## src/rtl/imm_gen_pipe.sv

```systemverilog
// Pipelined immediate generator: decodes I/S/B/J/U/Z/SH immediates from a raw instruction
// and registers them behind a valid/ready handshake, optionally with a 2-entry skid buffer.
module imm_gen_pipe #(
  parameter int XLEN  = 32,
  parameter int TAG_W = 5,
  parameter int SKID  = 1
) (
  input  logic             clk,
  input  logic             rst,
  input  logic             flush_i,
  input  logic             in_valid_i,
  output logic             in_ready_o,
  input  logic [31:0]      inst_i,
  input  logic [2:0]       imm_sel_i,
  input  logic [TAG_W-1:0] tag_i,
  output logic             out_valid_o,
  input  logic             out_ready_i,
  output logic [XLEN-1:0]  imm_o,
  output logic [TAG_W-1:0] tag_o,
  output logic             illegal_o
);

  // Handshake: a transfer happens on a rising edge where valid & ready are both high;
  // valid never depends on ready, and payload holds while valid & !ready.

  logic [XLEN-1:0]  imm_new;
  logic             ill_new;
  logic             unused_opcode;

  logic             out_valid_q, out_valid_d;
  logic [XLEN-1:0]  imm_q, imm_d;
  logic [TAG_W-1:0] tag_q, tag_d;
  logic             ill_q, ill_d;
  logic             skid_valid_q, skid_valid_d;
  logic [XLEN-1:0]  skid_imm_q, skid_imm_d;
  logic [TAG_W-1:0] skid_tag_q, skid_tag_d;
  logic             skid_ill_q, skid_ill_d;
  logic             in_ready_q, in_ready_d;

  logic             in_xfer;
  logic             out_xfer;

  assign unused_opcode = ^inst_i[6:0];

  always_comb begin
    imm_new = '0;
    ill_new = 1'b0;
    case (imm_sel_i)
      3'd0: imm_new = XLEN'($signed(inst_i[31:20]));
      3'd1: imm_new = XLEN'($signed({inst_i[31:25], inst_i[11:7]}));
      3'd2: imm_new = XLEN'($signed({inst_i[31], inst_i[7], inst_i[30:25], inst_i[11:8], 1'b0}));
      3'd3: imm_new = XLEN'($signed({inst_i[31], inst_i[19:12], inst_i[20], inst_i[30:21], 1'b0}));
      3'd4: imm_new = XLEN'($signed({inst_i[31:12], 12'b0}));
      3'd5: imm_new = XLEN'(inst_i[19:15]);
      3'd6: imm_new = (XLEN == 64) ? XLEN'(inst_i[25:20]) : XLEN'(inst_i[24:20]);
      default: begin
        imm_new = '0;
        ill_new = 1'b1;
      end
    endcase
  end

  // The rst cycle never transfers downstream, so valid is masked while rst is high.
  assign out_valid_o = out_valid_q & ~rst;
  assign imm_o       = imm_q;
  assign tag_o       = tag_q;
  assign illegal_o   = ill_q;
  assign in_ready_o  = (SKID != 0) ? in_ready_q : (~out_valid_q | out_ready_i);

  assign in_xfer  = in_valid_i & in_ready_o;
  assign out_xfer = out_valid_o & out_ready_i;

  always_comb begin
    out_valid_d  = out_valid_q;
    imm_d        = imm_q;
    tag_d        = tag_q;
    ill_d        = ill_q;
    skid_valid_d = skid_valid_q;
    skid_imm_d   = skid_imm_q;
    skid_tag_d   = skid_tag_q;
    skid_ill_d   = skid_ill_q;
    if (flush_i) begin
      out_valid_d  = 1'b0;
      skid_valid_d = 1'b0;
    end else if (skid_valid_q) begin
      // Full: input is blocked, only the skid entry can advance.
      if (out_xfer) begin
        imm_d        = skid_imm_q;
        tag_d        = skid_tag_q;
        ill_d        = skid_ill_q;
        skid_valid_d = 1'b0;
      end
    end else if (in_xfer) begin
      if ((SKID == 0) || !out_valid_q || out_xfer) begin
        out_valid_d = 1'b1;
        imm_d       = imm_new;
        tag_d       = tag_i;
        ill_d       = ill_new;
      end else begin
        skid_valid_d = 1'b1;
        skid_imm_d   = imm_new;
        skid_tag_d   = tag_i;
        skid_ill_d   = ill_new;
      end
    end else if (out_xfer) begin
      out_valid_d = 1'b0;
    end
    in_ready_d = ~skid_valid_d;
  end

  always_ff @(posedge clk) begin
    if (rst) begin
      out_valid_q  <= 1'b0;
      imm_q        <= '0;
      tag_q        <= '0;
      ill_q        <= 1'b0;
      skid_valid_q <= 1'b0;
      skid_imm_q   <= '0;
      skid_tag_q   <= '0;
      skid_ill_q   <= 1'b0;
      in_ready_q   <= 1'b1;
    end else begin
      out_valid_q  <= out_valid_d;
      imm_q        <= imm_d;
      tag_q        <= tag_d;
      ill_q        <= ill_d;
      skid_valid_q <= skid_valid_d;
      skid_imm_q   <= skid_imm_d;
      skid_tag_q   <= skid_tag_d;
      skid_ill_q   <= skid_ill_d;
      in_ready_q   <= in_ready_d;
    end
  end

endmodule

```

## config.mk

```make
export PLATFORM = sky130hd
export DESIGN_NAME = imm_gen_pipe
export DESIGN_NICKNAME = d
export VERILOG_FILES = /design/src/rtl/imm_gen_pipe.sv
export SDC_FILE = /design/constraint.sdc
export NUM_CORES = 1
export LEC_CHECK = 0
export ABC_CLOCK_PERIOD_IN_PS = 1800
export CORE_MARGIN = 4
export CORE_UTILIZATION = 40
export CTS_CLUSTER_DIAMETER = 50
export DETAILED_ROUTE_END_ITERATION = 10
export PLACE_DENSITY = 0.66
export SLEW_MARGIN = 5
export SYNTH_ARGS = -nofsm -noshare
export SYNTH_HDL_FRONTEND = slang
export SYNTH_SLANG_ARGS = --single-unit
```

## constraint.sdc

```tcl
create_clock -name clk -period 1.8 [get_ports clk]
set_input_delay 0.36 -clock clk [delete_from_list [all_inputs] [get_ports clk]]
set_output_delay 0.36 -clock clk [all_outputs]
set_load 0.03 [all_outputs]
```

# Word level (Yosys, flattened, before mapping)
# Cells that the tools add are included.
[totals]
ff_bits = 79
[classes]
n_eq_ne = 8
mux = 22
bitwise_logic = 8
n_reduce_logical = 11
[op_table]
columns = ["cell", "count"]
rows = [
  ["$pmux W32 S7", 1],
  ["$mux W32", 4],
  ["$mux W5", 4],
  ["$mux W1", 13],
  ["$eq A3 B3 Y1 const B", 3],
  ["$reduce_and A4 Y1", 2],
  ["$reduce_or A7 Y1", 1],
  ["$eq A3 B2 Y1 const B", 2],
  ["$reduce_bool A2 Y1", 3],
  ["$not A1 Y1", 5],
  ["$ne A2 B1 Y1 const B", 2],
  ["$and A1 B1 Y1", 3],
  ["$eq A3 B1 Y1 const B", 1],
  ["$logic_not A3 Y1", 1],
  ["$reduce_and A3 Y1", 1],
  ["$reduce_or A2 Y1", 1],
  ["$logic_not A1 Y1", 1],
  ["$logic_or A1 B1 Y1", 1],
]

# Depth between registers and ports, before layout
[logic_depth]
depth_word = 9
mapped_depth = 7

# Worst setup path before layout
# Ideal clock, no wire load.
[synth_timing]
kind = "register to register"
from = "reg in_ready_q (netlist: in_ready_o)"
to = "reg imm_q[10] (netlist: imm_o[10])"
arrival_ns = 1.651
t_required_ns = 1.668
setup_slack_ns = 0.017
path_stages_with_launch = 7
cell_sequence = "dfxtp_1 -> nand3b_1 -> a221o_1 -> buf_6 -> buf_2 -> a211oi_1 -> nor3_1"
[synth_via]
elab_chain_len = 3
[synth_lines]
columns = ["item", "line_no", "source"]
rows = [
  ["start, declared", "38", "logic in_ready_q, in_ready_d;"],
  ["start signal, assigned", "131", "in_ready_q <= in_ready_d;"],
  ["$and A1 B1 Y1", "70", "assign in_xfer = in_valid_i & in_ready_o;"],
  ["$reduce_bool A2 Y1 (no source line)", "-", ""],
  ["$reduce_and A4 Y1 (no source line)", "-", ""],
  ["end signal, assigned", "124", "imm_q <= imm_d;"],
  ["end, declared", "31", "logic [XLEN-1:0] imm_q, imm_d;"],
]
# No other way between the ends.
# A chain may end at the register's enable or synchronous reset.

# Final worst setup path
[layout_timing]
from = "reg imm_q[14] (netlist: imm_o[14])"
to = "out imm_o[14]"
[layout_rtl]
columns = ["item", "line_no", "source"]
rows = [
  ["end, declared", "18", "output logic [XLEN-1:0] imm_o,"],
]
# No word-level cell between the ends.

==> results.md <==
Final layout:
- Once layout is complete, the utilization of the core stands at 0.581.
- Compared with the post-synthesis result, the final layout area differs by 39.5%.
- Excluding fillers, the count of instances in the completed layout stands at 628.
- The number of antenna diodes in the final layout is 0.
- In the final layout, the share of cells above drive strength 1 is 0.175.
- After routing the design area is 5110 um2.
- The final net count is 561.

GRT:
- The total global routing track utilization is 0.178.
- The wire length of the first global-routing pass is 15900 um.
- The initial antenna violation count is 0.
- The via count of the first global-routing pass is 3253.
- The pin count of the biggest net entering global routing is 90.
- After global routing the overflow that remains totals 0.

STA:
- After layout, the minimum clock period comes to 1.75 ns.
- The headroom to the max-slew limit is 0.664.
- The maximum operating frequency is 571 MHz.
- At the pin with the least slew margin, the transition time is 0.491 ns.
- The number of max-slew violations in the final report came to 0.
- The clock arrives with 0.00892 ns of skew.
- Once routing completed, OpenROAD measured the worst setup slack at 0.0485 ns.
- The summed negative setup slack over all endpoints is 0 ns.
- Setup violations remaining at the end of the flow were counted as 0.
- The ratio of final minimum period to clock period is 0.973.
- The hold violation count in the final report was 0.

Yosys:
- The total number of yosys warnings is 0.
- dfxtp_1 is the most common cell in the netlist.
- The synthesized netlist contains 43 unique library cells.
- The share of synthesized registers carrying an async set or reset is 0.
- The post-synthesis compound-gate area fraction is 0.229.
- The area fraction in and, or, nand and nor cells after synthesis is 0.237.
- The number of flops mapped to enable cells by yosys is 0.
- The share of synthesized area in the top cell type comes to 0.431.
- The number of nets in the synthesized netlist is 469.
- In the synthesized netlist, the cells that appear most often are dfxtp_1, nor2_1, nand2_1.
- The flip-flop and latch count after synthesis is 79.
- After technology mapping, the gate count stands at 424.
- The sequential cell area fraction in the yosys report is 0.431.
- The leading register cell type out of synthesis is dfxtp_1.
- The cell taking the most area after synthesis is dfxtp_1.
- The mux cell area share after synthesis is 0.0423.
- The combinational family with the most area after synthesis is simple AND/OR/NAND/NOR gates.
- The cell area that synthesis handed to floorplanning was 3670 um2.
- Of the total synthesized cell area, the portion taken by XOR and XNOR cells is 0.00444.
- By area the synthesized netlist is led by dfxtp_1, a211oi_1, nor2_1.
- Of the total synthesized cell area, the portion taken by full adders, half adders and majority gates is 0.
- After synthesis, the mean cell area works out to 8.65 um2.

Routing:
- The detail route stage leaves a number of antenna-violating nets equal to 0.
- Dividing the detail-routed wire length by the instance count gives 16.4 um.
- For this run, the detailed router's first-pass iteration total came to 4.
- Detailed routing inserted a total of 3487 vias.
- The post-detailed-route via-to-cell ratio is 5.55.
- After detailed routing, the number of remaining DRC violations is 0.
- The routed design has 10300 um of wire.
- For this block, the initial DRC count from the detailed router was 260.

Floorplan:
- The floorplan core area is 8810 um2.
- The number of placement rows is 34.
- The number of placed I/O pins is 85.
- The die span in y is 104 um.
- Measured along the x axis, the die boundary spans 104 um.
- The starting density of the core is 0.416.
- The floorplan step defined a die boundary enclosing 10800 um2.

Place:
- In this run, placement finished with an instance count of 608.
- The area after detailed placement is 4770 um2.
- Routability-driven placement finished with a final weighted congestion of 0.834.
- The half-perimeter wire length after placement is 6630 um.
- In this run the tool buffered the top-level ports with 77 buffer cells.
- At the placement stage, the worst setup path has a slack of -0.391 ns.

Critical path:
- The reg-to-reg critical path endpoint is skid_imm_q[3]$_SDFFE_PP0P_.
- The worst setup path endpoint is imm_o[14].
- The critical path is of the register to primary output type.
- STA classifies the critical path startpoint as a register.
- The largest delay contributor family on the critical path is buffers and inverters.
- The number of cell instances on the worst register-to-register path is 7.
- The critical path capture point type is a primary output.
- Counting both buffers and inverters, the worst setup path holds a total of 1.
- The startpoint identified for the worst register-to-register timing path is skid_valid_q$_SDFF_PP0_.
- The count of cell instances traversed by the critical path is 1.
- The largest stage delay on the critical path is 0.69 ns.
- Along the worst path, the maximum fanout reaches 2.
- In this run the register-to-register setup slack is 0.13 ns.
- STA puts the critical path data arrival time at 1.39 ns.
- The critical path required time is 1.44 ns.
- The launching element of the worst setup path is imm_o[14]$_SDFFE_PP0P_.
- The largest individual stage delay along the critical path comes from the cell clkdlybuf4s50_1.
- The signal on the critical path passes through clkdlybuf4s50_1.

Power:
- The total power divided by cell area is 755 nW/um2.
- The worst-case IR drop observed on VDD is 341 uV.
- For this design the static power due to leakage is 1.89 nW.

Min path:
- The startpoint of the lowest-slack hold path is out_ready_i.
- The type of the most critical hold path is input pin to register.

Clock tree:
- After clock tree synthesis, the clock-pin slew on the worst setup and hold paths is 0.08 ns.
- No sink is reached through more buffers than the 2 on the longest clock path.
- The total clock sinks is 79.
- The maximum level of the CTS H-tree is 3.
- The TritonCTS clock tree is yes.
- Buffers inserted during clock tree synthesis total 9.
- The buffer type at the clock tree root is clkbuf_8.
- The clock reaches the later pin of the worst-skew pair after 0.35 ns.

Status:
- The run finished with clean final reports.

Run:
- The tool flagged a number of max-cap violations equal to 0.
placed cells by master (no fill, tap or decap), types with 8 or more instances in the layout:
cell             count
dfxtp_1             78
clkdlybuf4s50_1     67
nor2_1              60
nand2_1             42
buf_4               34
a21oi_1             32
a211oi_1            28
nand3b_1            15
nand3_1             14
mux2i_1             11
a211oi_2            10
nor3_1              10
clkbuf_8             9
and2_1               8
a311oi_1             8
dlymetal6s2s_1       8
area by class of cell:
class                   instances  area [um2]
multi-input cells             300        1940
well taps                     108         135
inverters                       5        18.8
repair buffers                121        1250
clock inverters                 6        62.6
clock buffers                   9         124
flip-flops and latches         79        1580
fillers                       783        3690
registers in the layout, summed over array words and instances (netlist names):
register      cells
skid_tag_q        5
skid_ill_q        1
in_ready_o        1
skid_imm_q       32
skid_valid_q      1
illegal_o         1
tag_o             5
out_valid_q       1
imm_o            32
per-layer routing:
metal / global-route usage / wire length (um) / vias to the layer above
li1: - / - / 1714
met1: 0.232 / 4650 / 1681
met5: 0 / 0 / -
met2: 0.291 / 4990 / 85
met3: 0.0460 / 554 / 7
met4: 0.0522 / 80 / 0
cells by family (layout without fill, tap and decap cells):
logic type / Yosys count / in the layout
AO/OA/AOI/OAI: 110 / 110
XOR/XNOR: 1 / 1
buffers and inverters: 45 / 141
flip-flops: 79 / 79
multiplexers: 15 / 15
AND/OR/NAND/NOR: 174 / 174
where the power goes:
part           switching, W  internal (W)  leakage [nW]
Combinational      0.000395      0.000351          1.16
Clock              0.000640      0.000627        0.0871
Sequential        0.0000361       0.00181         0.643
through the flow:
stage,power (W),hold slack [ns]
4_1_cts,0.00388,0.456
2_1_floorplan,0.00227,0.432
6_report,0.00386,0.388
3_5_place_dp,0.00261,0.445
3_3_place_gp,0.00260,0.437
5_1_grt,0.00402,0.403
repair_timing:
item	CTS	global route
hold buffers	0	0
buffers inserted	0	2
endpoints found under the hold margin	0	0
gates cloned	0	3
pin swaps	0	4
setup endpoints to repair	5	40
resized for setup	1	18
how the worst min path moves through the flow:
stage / to / slack (ns) / cells past startpoint
global placement: skid_imm_q[11]$_SDFFE_PP0P_ / 0.44 / 2
detailed placement: skid_imm_q[11]$_SDFFE_PP0P_ / 0.44 / 2
CTS: skid_imm_q[11]$_SDFFE_PP0P_ / 0.46 / 2
floorplan: skid_imm_q[11]$_SDFFE_PP0P_ / 0.43 / 2
finish: skid_valid_q$_SDFF_PP0_ / 0.39 / 2
global route: skid_valid_q$_SDFF_PP0_ / 0.40 / 2
Power figures use the tool's default switching activity.
